**src/rtl/tl_pkg.sv**
```systemverilog
// Shared definitions for the traffic-light display monitor and encoder.
// Phase codes, monitor FSM states, 7-segment digit patterns, helpers.
package tl_pkg;

    typedef enum logic [1:0] {
        PH_OFF    = 2'b00,
        PH_GREEN  = 2'b01,
        PH_YELLOW = 2'b10,
        PH_RED    = 2'b11
    } phase_t;

    typedef enum logic [1:0] {
        ST_IDLE  = 2'b00,
        ST_SYNC  = 2'b01,
        ST_TRACK = 2'b10
    } state_t;

    // Active-high segments, bit0=a .. bit6=g.
    localparam logic [6:0] SEG_0 = 7'h3F;
    localparam logic [6:0] SEG_1 = 7'h06;
    localparam logic [6:0] SEG_2 = 7'h5B;
    localparam logic [6:0] SEG_3 = 7'h4F;
    localparam logic [6:0] SEG_4 = 7'h66;
    localparam logic [6:0] SEG_5 = 7'h6D;
    localparam logic [6:0] SEG_6 = 7'h7D;
    localparam logic [6:0] SEG_7 = 7'h07;
    localparam logic [6:0] SEG_8 = 7'h7F;
    localparam logic [6:0] SEG_9 = 7'h6F;

    // Legal phase cycle: GREEN -> YELLOW -> RED -> GREEN.
    function automatic logic [1:0] next_phase(input logic [1:0] p);
        logic [1:0] n;
        case (p)
            PH_GREEN:  n = PH_YELLOW;
            PH_YELLOW: n = PH_RED;
            PH_RED:    n = PH_GREEN;
            default:   n = PH_OFF;
        endcase
        return n;
    endfunction

endpackage

```
**src/rtl/seg7_dec.sv**
```systemverilog
// Combinational 7-segment to BCD digit decoder (exact pattern match).
// Ports: seg (7-bit pattern in), digit (0..9 out), ok (pattern legal).
module seg7_dec
    import tl_pkg::*;
(
    input  logic [6:0] seg,
    output logic [3:0] digit,
    output logic       ok
);

    always_comb begin
        digit = 4'd0;
        ok    = 1'b1;
        case (seg)
            SEG_0:   digit = 4'd0;
            SEG_1:   digit = 4'd1;
            SEG_2:   digit = 4'd2;
            SEG_3:   digit = 4'd3;
            SEG_4:   digit = 4'd4;
            SEG_5:   digit = 4'd5;
            SEG_6:   digit = 4'd6;
            SEG_7:   digit = 4'd7;
            SEG_8:   digit = 4'd8;
            SEG_9:   digit = 4'd9;
            default: ok    = 1'b0;
        endcase
    end

endmodule

```
**src/rtl/tl_display_monitor.sv**
```systemverilog
// Watches a traffic-light controller's LED phase and 2-digit countdown
// display, decoding it on each enabled tick and flagging illegal steps.
// Ports: clk, rst_n (sync, active-low), en, tick, led[1:0],
//   seg_a/seg_b[6:0] (tens/units) in; count_val[6:0], phase[1:0],
//   valid, err_seg, err_seq, err_count[7:0] out.
// Build option: define TL_MON_ERRCNT_EN for the saturating error counter;
//   otherwise err_count is tied to zero.
module tl_display_monitor
    import tl_pkg::*;
(
    input  logic       clk,
    input  logic       rst_n,
    input  logic       en,
    input  logic       tick,
    input  logic [1:0] led,
    input  logic [6:0] seg_a,
    input  logic [6:0] seg_b,
    output logic [6:0] count_val,
    output logic [1:0] phase,
    output logic       valid,
    output logic       err_seg,
    output logic       err_seq,
    output logic [7:0] err_count
);

    state_t     state;
    logic [3:0] tens;
    logic [3:0] units;
    logic       ok_a;
    logic       ok_b;
    logic [6:0] new_count;
    logic       sample;
    logic       bad_seg;
    logic       seq_ok;
    logic       seq_event;

    seg7_dec u_dec_a (.seg(seg_a), .digit(tens),  .ok(ok_a));
    seg7_dec u_dec_b (.seg(seg_b), .digit(units), .ok(ok_b));

    // 10*tens = 8*tens + 2*tens; max 99 fits in 7 bits.
    assign new_count = {tens, 3'b000} + {2'b00, tens, 1'b0}
                     + {3'b000, units};

    // IDLE never samples, so a tick in the cycle en rises is dropped.
    assign sample  = en & tick & (state != ST_IDLE);
    assign bad_seg = ~ok_a | ~ok_b | (led == PH_OFF);

    always_comb begin
        if (led == phase)
            seq_ok = (new_count == count_val - 7'd1);
        else
            seq_ok = (count_val == 7'd0)
                   & (led == next_phase(phase))
                   & (new_count != 7'd0);
    end

    assign seq_event = sample & ~bad_seg & (state == ST_TRACK) & ~seq_ok;

    always_ff @(posedge clk) begin
        if (!rst_n) begin
            state     <= ST_IDLE;
            count_val <= 7'd0;
            phase     <= PH_OFF;
            valid     <= 1'b0;
            err_seg   <= 1'b0;
            err_seq   <= 1'b0;
        end else begin
            err_seg <= 1'b0;
            err_seq <= 1'b0;
            if (!en) begin
                state <= ST_IDLE;
                valid <= 1'b0;
            end else begin
                unique case (state)
                    ST_IDLE: state <= ST_SYNC;
                    ST_SYNC, ST_TRACK: begin
                        if (tick) begin
                            if (bad_seg) begin
                                err_seg <= 1'b1;
                                valid   <= 1'b0;
                                state   <= ST_SYNC;
                            end else begin
                                // A bad step still becomes the new reference.
                                count_val <= new_count;
                                phase     <= led;
                                valid     <= 1'b1;
                                err_seq   <= seq_event;
                                state     <= ST_TRACK;
                            end
                        end
                    end
                    default: state <= ST_IDLE;
                endcase
            end
        end
    end

`ifdef TL_MON_ERRCNT_EN
    logic err_event;
    assign err_event = sample & (bad_seg | seq_event);

    always_ff @(posedge clk) begin
        if (!rst_n)
            err_count <= 8'd0;
        else if (err_event && err_count != 8'hFF)
            err_count <= err_count + 8'd1;
    end
`else
    assign err_count = 8'd0;
`endif

endmodule

```
**config.mk**
```make
export PLATFORM = sky130hd
export DESIGN_NAME = tl_display_monitor
export DESIGN_NICKNAME = d
export VERILOG_FILES = /design/src/rtl/tl_pkg.sv /design/src/rtl/seg7_dec.sv /design/src/rtl/tl_display_monitor.sv
export SDC_FILE = /design/constraint.sdc
export NUM_CORES = 1
export LEC_CHECK = 0
export ABC_AREA = 1
export BUFFER_PORTS_ARGS = -buffer_cell sky130_fd_sc_hd__buf_2
export CELL_PAD_IN_SITES_DETAIL_PLACEMENT = 0
export CELL_PAD_IN_SITES_GLOBAL_PLACEMENT = 1
export CORE_AREA = 2 2 72 74
export CTS_CLUSTER_SIZE = 14
export DETAILED_ROUTE_END_ITERATION = 12
export DIE_AREA = 0 0 74 76
export HOLD_SLACK_MARGIN = 0.03
export PLACE_DENSITY = 0.76
export SYNTH_ARGS = -nofsm -noshare
export SYNTH_HDL_FRONTEND = slang
export SYNTH_SLANG_ARGS = --single-unit
export TNS_END_PERCENT = 100
```
**constraint.sdc**
```tcl
create_clock -name clk -period 3.3 [get_ports clk]
set_clock_uncertainty 0.15 [all_clocks]
set_input_delay 0.33 -clock clk [delete_from_list [all_inputs] [get_ports clk]]
set_output_delay 0.33 -clock clk [all_outputs]
set_load 0.02 [all_outputs]
```
# Yosys cells after proc, flatten, opt, wreduce, memory -nomap -nowiden
# Cells that the tools add are included.
[op_classes] add_sub_neg=3 mul=0 n_div=0 magnitude_cmp=0 n_eq_ne=29 shifts=0 muxes=12 n_bitwise=17 n_reduce_logical=13
[ops] cell="equality test 7 bit, second input constant" n=14
[ops] cell="one-hot mux 4 bit (9 select lines)" n=2
[ops] cell="equality test 7 x 3 -> 1 bit, second input constant" n=4
[ops] cell="OR reduction 10 bit" n=2
[ops] cell="equality test 7 x 6 -> 1 bit, second input constant" n=2
[ops] cell="inverter 1 bit" n=8
[ops] cell="AND reduction 4 bit" n=2
[ops] cell="adder 7 x 4 -> 7 bit" n=1
[ops] cell="adder 7 x 5 -> 7 bit" n=1
[ops] cell="AND 1 bit" n=7
[ops] cell="equality test 7 bit" n=1
[ops] cell="zero test 7 bit" n=1
[ops] cell="nonzero test 7 bit" n=1
[ops] cell="subtractor 7 x 1 -> 7 bit, second input constant" n=1
[ops] cell="equality test 2 bit, second input constant" n=3
[ops] cell="2-to-1 mux 2 bit" n=3
[ops] cell="one-hot mux 2 bit (3 select lines)" n=1
[ops] cell="2-to-1 mux 1 bit" n=5
[ops] cell="OR reduction 5 bit" n=1
[ops] cell="equality test 2 x 1 -> 1 bit, second input constant" n=2
[ops] cell="equality test 2 bit" n=2
[ops] cell="zero test 2 bit" n=2
[ops] cell="one-hot mux 2 bit (2 select lines)" n=1
[ops] cell="AND reduction 2 bit" n=2
[ops] cell="other kinds (4)" n=5
[word_totals] reg_bits=14 latchBits=0 ram_bits=0 rom_bits=0 input_bits=20 out_inout_bits=20 wordCells=80 n_memories=0

# Logic depth before layout (Yosys ltp)
[depth] ltp_word=10 mapped_depth=23 depth_no_buf=23

# Cells and area by module
# A second synthesis with hierarchy kept.
[hier_totals] hier_cells=309 hier_area_um2=1779.2
[modules_own_cells] mod="tl_display_monitor" n_inst=1 cells_each=207 area_per_inst_um2=1313.8 seq_area_each_um2=280.3
[modules_own_cells] mod="seg7_dec" n_inst=2 cells_each=51 area_per_inst_um2=232.7 seq_area_each_um2=0.0

# Worst setup path before layout
# No wires, ideal clock.
[synth_path] kind="input port to flip-flop" startpoint="input seg_a[1]" endpoint="register err_seq" setup_time_ns=0.111 arrival_ns=2.580 required_ns=3.039 setup_slack_ns=0.458 stages=20 n_path_buf=0 path_cell_list="nand2_1 > nor2_1 > nand2_1 > nand2_1 > inv_1 > nand3_1 > inv_1 > a21oi_1 > ha_1 > or2_2 > ha_1 > or2_2 > and2_1 > inv_1 > or2_2 > nand3_1 > nor2_1 > nand3_1 > nor2_1 > nor2_1"
[synth_via] elab_chain_cells=10 elab_cells_between_ends=28 cone_classes="add/sub: 2; eq/ne: 11; mux: 3; bitwise: 9; reduce/logical: 3"
[synth_rtl] item="start, declared" line="tl_display_monitor.sv:16" source="input logic [6:0] seg_a,"
[synth_rtl] item="parallel branches: the longest is 10 deep, another holds adder 7 x 5 -> 7 bit"
[synth_rtl] item="end signal, assigned" line="tl_display_monitor.sv:87" source="err_seq <= seq_event;"
[synth_rtl] item="end, declared" line="tl_display_monitor.sv:22" source="output logic err_seq,"
# Several ways; the timed one is not identified.
# A chain may end at the register's enable or synchronous reset.

# Worst setup path after layout
# Ends and elaborated chain as after synthesis.

==> flow_metrics.tcl <==
set metrics [dict create \
    status "complete, no violations" \
    nets 359 \
    final_max_slew_viol_count 0 \
    synth_top_area_share 0.183 \
    cts_buffers 3 \
    core_region_area_um2 4910 \
    finalCritPeriodShare 0.878 \
    area_growth_pct 15.1 \
    cts_resized 0 \
    ir_worst_vdd_mv 0.149 \
    path_clk_slew_ps 60 \
    rr_endpoint "err_seq$_SDFF_PP0_" \
    dpl.hpwl_mm 3.09 \
    critPathRequiredTime_ps 3300 \
    vias 1706 \
    synth_area_um2 1680 \
    ys_warn_count 0 \
    place_congestion 0.810 \
    n_antenna_cell 0 \
    yosysSeqAreaShare 0.167 \
    max_clock_freq_ghz 0.345 \
    drc 0 \
    start_util 0.342 \
    layout_commonest_cell "nand2_1" \
    critPathCapture "err_seq$_SDFF_PP0_" \
    yosysUniqueCellTypes 28 \
    clk_latency_ps 250 \
    hold_class "input port to flop" \
    powerDensity_nw_per_um2 208 \
    grt_overflow 0 \
    finalWirelength_mm 3.63 \
    root_buffer "clkbuf_8" \
    fin_util 0.393 \
    grt_pass1_wl_mm 6.67 \
    die_h_um 76 \
    antenna_found_initial 0 \
    worstSetupPathType "input port to flop" \
    synth_edf_count 0 \
    htreeDepth 1 \
    syn_inst 290 \
    drive_gt1_frac 0.161 \
    power_leakage_nw 1.10 \
    dpl-instance-area_um2 1890 \
    rr_worst_depth 10 \
    antenna_left 0 \
    final_area_um2 1930 \
    synth_top_cells_by_area "nand2_1, dfxtp_1, nor2_1" \
    startpoint "seg_a[1]" \
    grt_max_degree 11 \
    yosysTopAreaCell "nand2_1" \
    drt_iter0_markers 74 \
    ios 40 \
    fin_hold_ws_ps 252 \
    avgSynthCellArea_um2 5.79 \
    period_needed_ps 2900 \
    reg2reg_from "count_val[0]$_SDFFE_PN0P_" \
    ys_ff_latch 14 \
    cts_tree "built" \
    setup_viol 0 \
    grt_pass1_vias 1642 \
    hold_viol 0 \
    rsz0062_at_grt "false" \
    synth_flop_cell "dfxtp_1" \
    viasPerCell 4.34 \
    end_kind "flop" \
    cts_setup_buffers 0 \
    die_area_um2 5620 \
    regToRegSetupSlack_ps 1480 \
    clock_sinks 14 \
    die_width_um 74 \
    wire_per_inst_um 9.24 \
    final_cell_mix "nand2_1, nor2_1, inv_1, buf_2, nand3_1" \
    numPortBuffers 31 \
    dr.pass1.iters 4 \
    critPathLaunchType "input port" \
    clock_path_buffers 2 \
    async_flop_share 0 \
    max_cap_violations 0 \
    arrival_ps 2890 \
    rows 26 \
    crit_fanout 5 \
    grt.total_usage 0.142 \
    finalSetupTns_ps 0 \
    hold_buffers 0 \
]
state kept, by name, indices dropped and copies added, names as in the netlist:
name and count:
count_val 7, valid 1, err_seq 1, state 2, phase 2, err_seg 1
metal layers:
metal	part of all wire	global-route usage	vias to the layer above
li1	-	-	947
met2	0.45	0.243	29
met5	0	0	-
met1	0.50	0.188	728
met3	0.041	0.0331	2
met4	0.0028	0.0109	0
cell usage after synthesis (2+ instances only):
library cell	instances
nand2_1	82
nor2_1	50
inv_1	42
nand3_1	25
dfxtp_1	14
ha_1	13
xor2_1	9
buf_4	8
a21oi_1	6
nand4_1	6
nor2_2	6
or2_2	5
nor3_1	4
nand3_2	3
and2_1	2
o21ai_0	2
xnor2_1	2
cell families after synthesis:
kind of cell | Yosys count | share of synthesized area
and+or+nand+nor | 189 | 0.501
AOI/OAI and AO/OA | 9 | 0.0291
buffers and inverters | 52 | 0.134
other | 1 | 0.00223
DFF | 14 | 0.167
xor gates and xnor gates | 11 | 0.0574
adders and majority gates | 14 | 0.109
power breakdown:
group,leakage (nW),internal (W),switching [W]
combinational,0.967,0.0000296,0.0000604
clock,0.0216,0.0000807,0.0000610
sequential,0.113,0.000170,0.000000679
total,1.10,0.000280,0.000122
worst max-delay path, cell delays in order:
cell and delay, ps:
buf_2 110, nand2_1 130, nor2_1 70, nand2_1 100, nand2_1 80, inv_1 60
nand3_1 80, inv_1 90, a21oi_1 60, ha_1 170, or2_2 290, ha_1 330
or2_2 300, and2_1 140, inv_1 80, or2_2 110, nand3_1 50, nor2_1 100
nand3_1 80, nor2_1 90, nor2_1 40
per-stage QoR:
step                      worst slack, ps  instances  total power (W)
after floorplan                       458        297         0.000242
after global placement                202        390         0.000265
after detailed placement              146        390         0.000265
after CTS                             404        393         0.000409
after global routing                  112        393         0.000431
final                                 404        393         0.000402
how the worst min path moves through the flow:
stage	start	cells after the start	end	slack, ps
after CTS	tick	4	state[0]$_SDFFE_PN0P_	250
after detailed placement	valid$_SDFFE_PN0P_	2	valid$_SDFFE_PN0P_	310
after global routing	rst_n	3	count_val[1]$_SDFFE_PN0P_	260
after floorplan	state[0]$_SDFFE_PN0P_	2	state[0]$_SDFFE_PN0P_	310
final	tick	4	state[1]$_SDFFE_PN0P_	250
after global placement	valid$_SDFFE_PN0P_	2	valid$_SDFFE_PN0P_	310
cell type report:
type                    instances  area [µm²]
inverters                      43         161
repair buffers                 32         163
well taps                      70        87.6
fillers                       577        2980
clock buffers                   3        41.3
flip-flops and latches         14         280
multi-input cells             231        1200
Note: power is estimated with default switching activity, not from simulation.
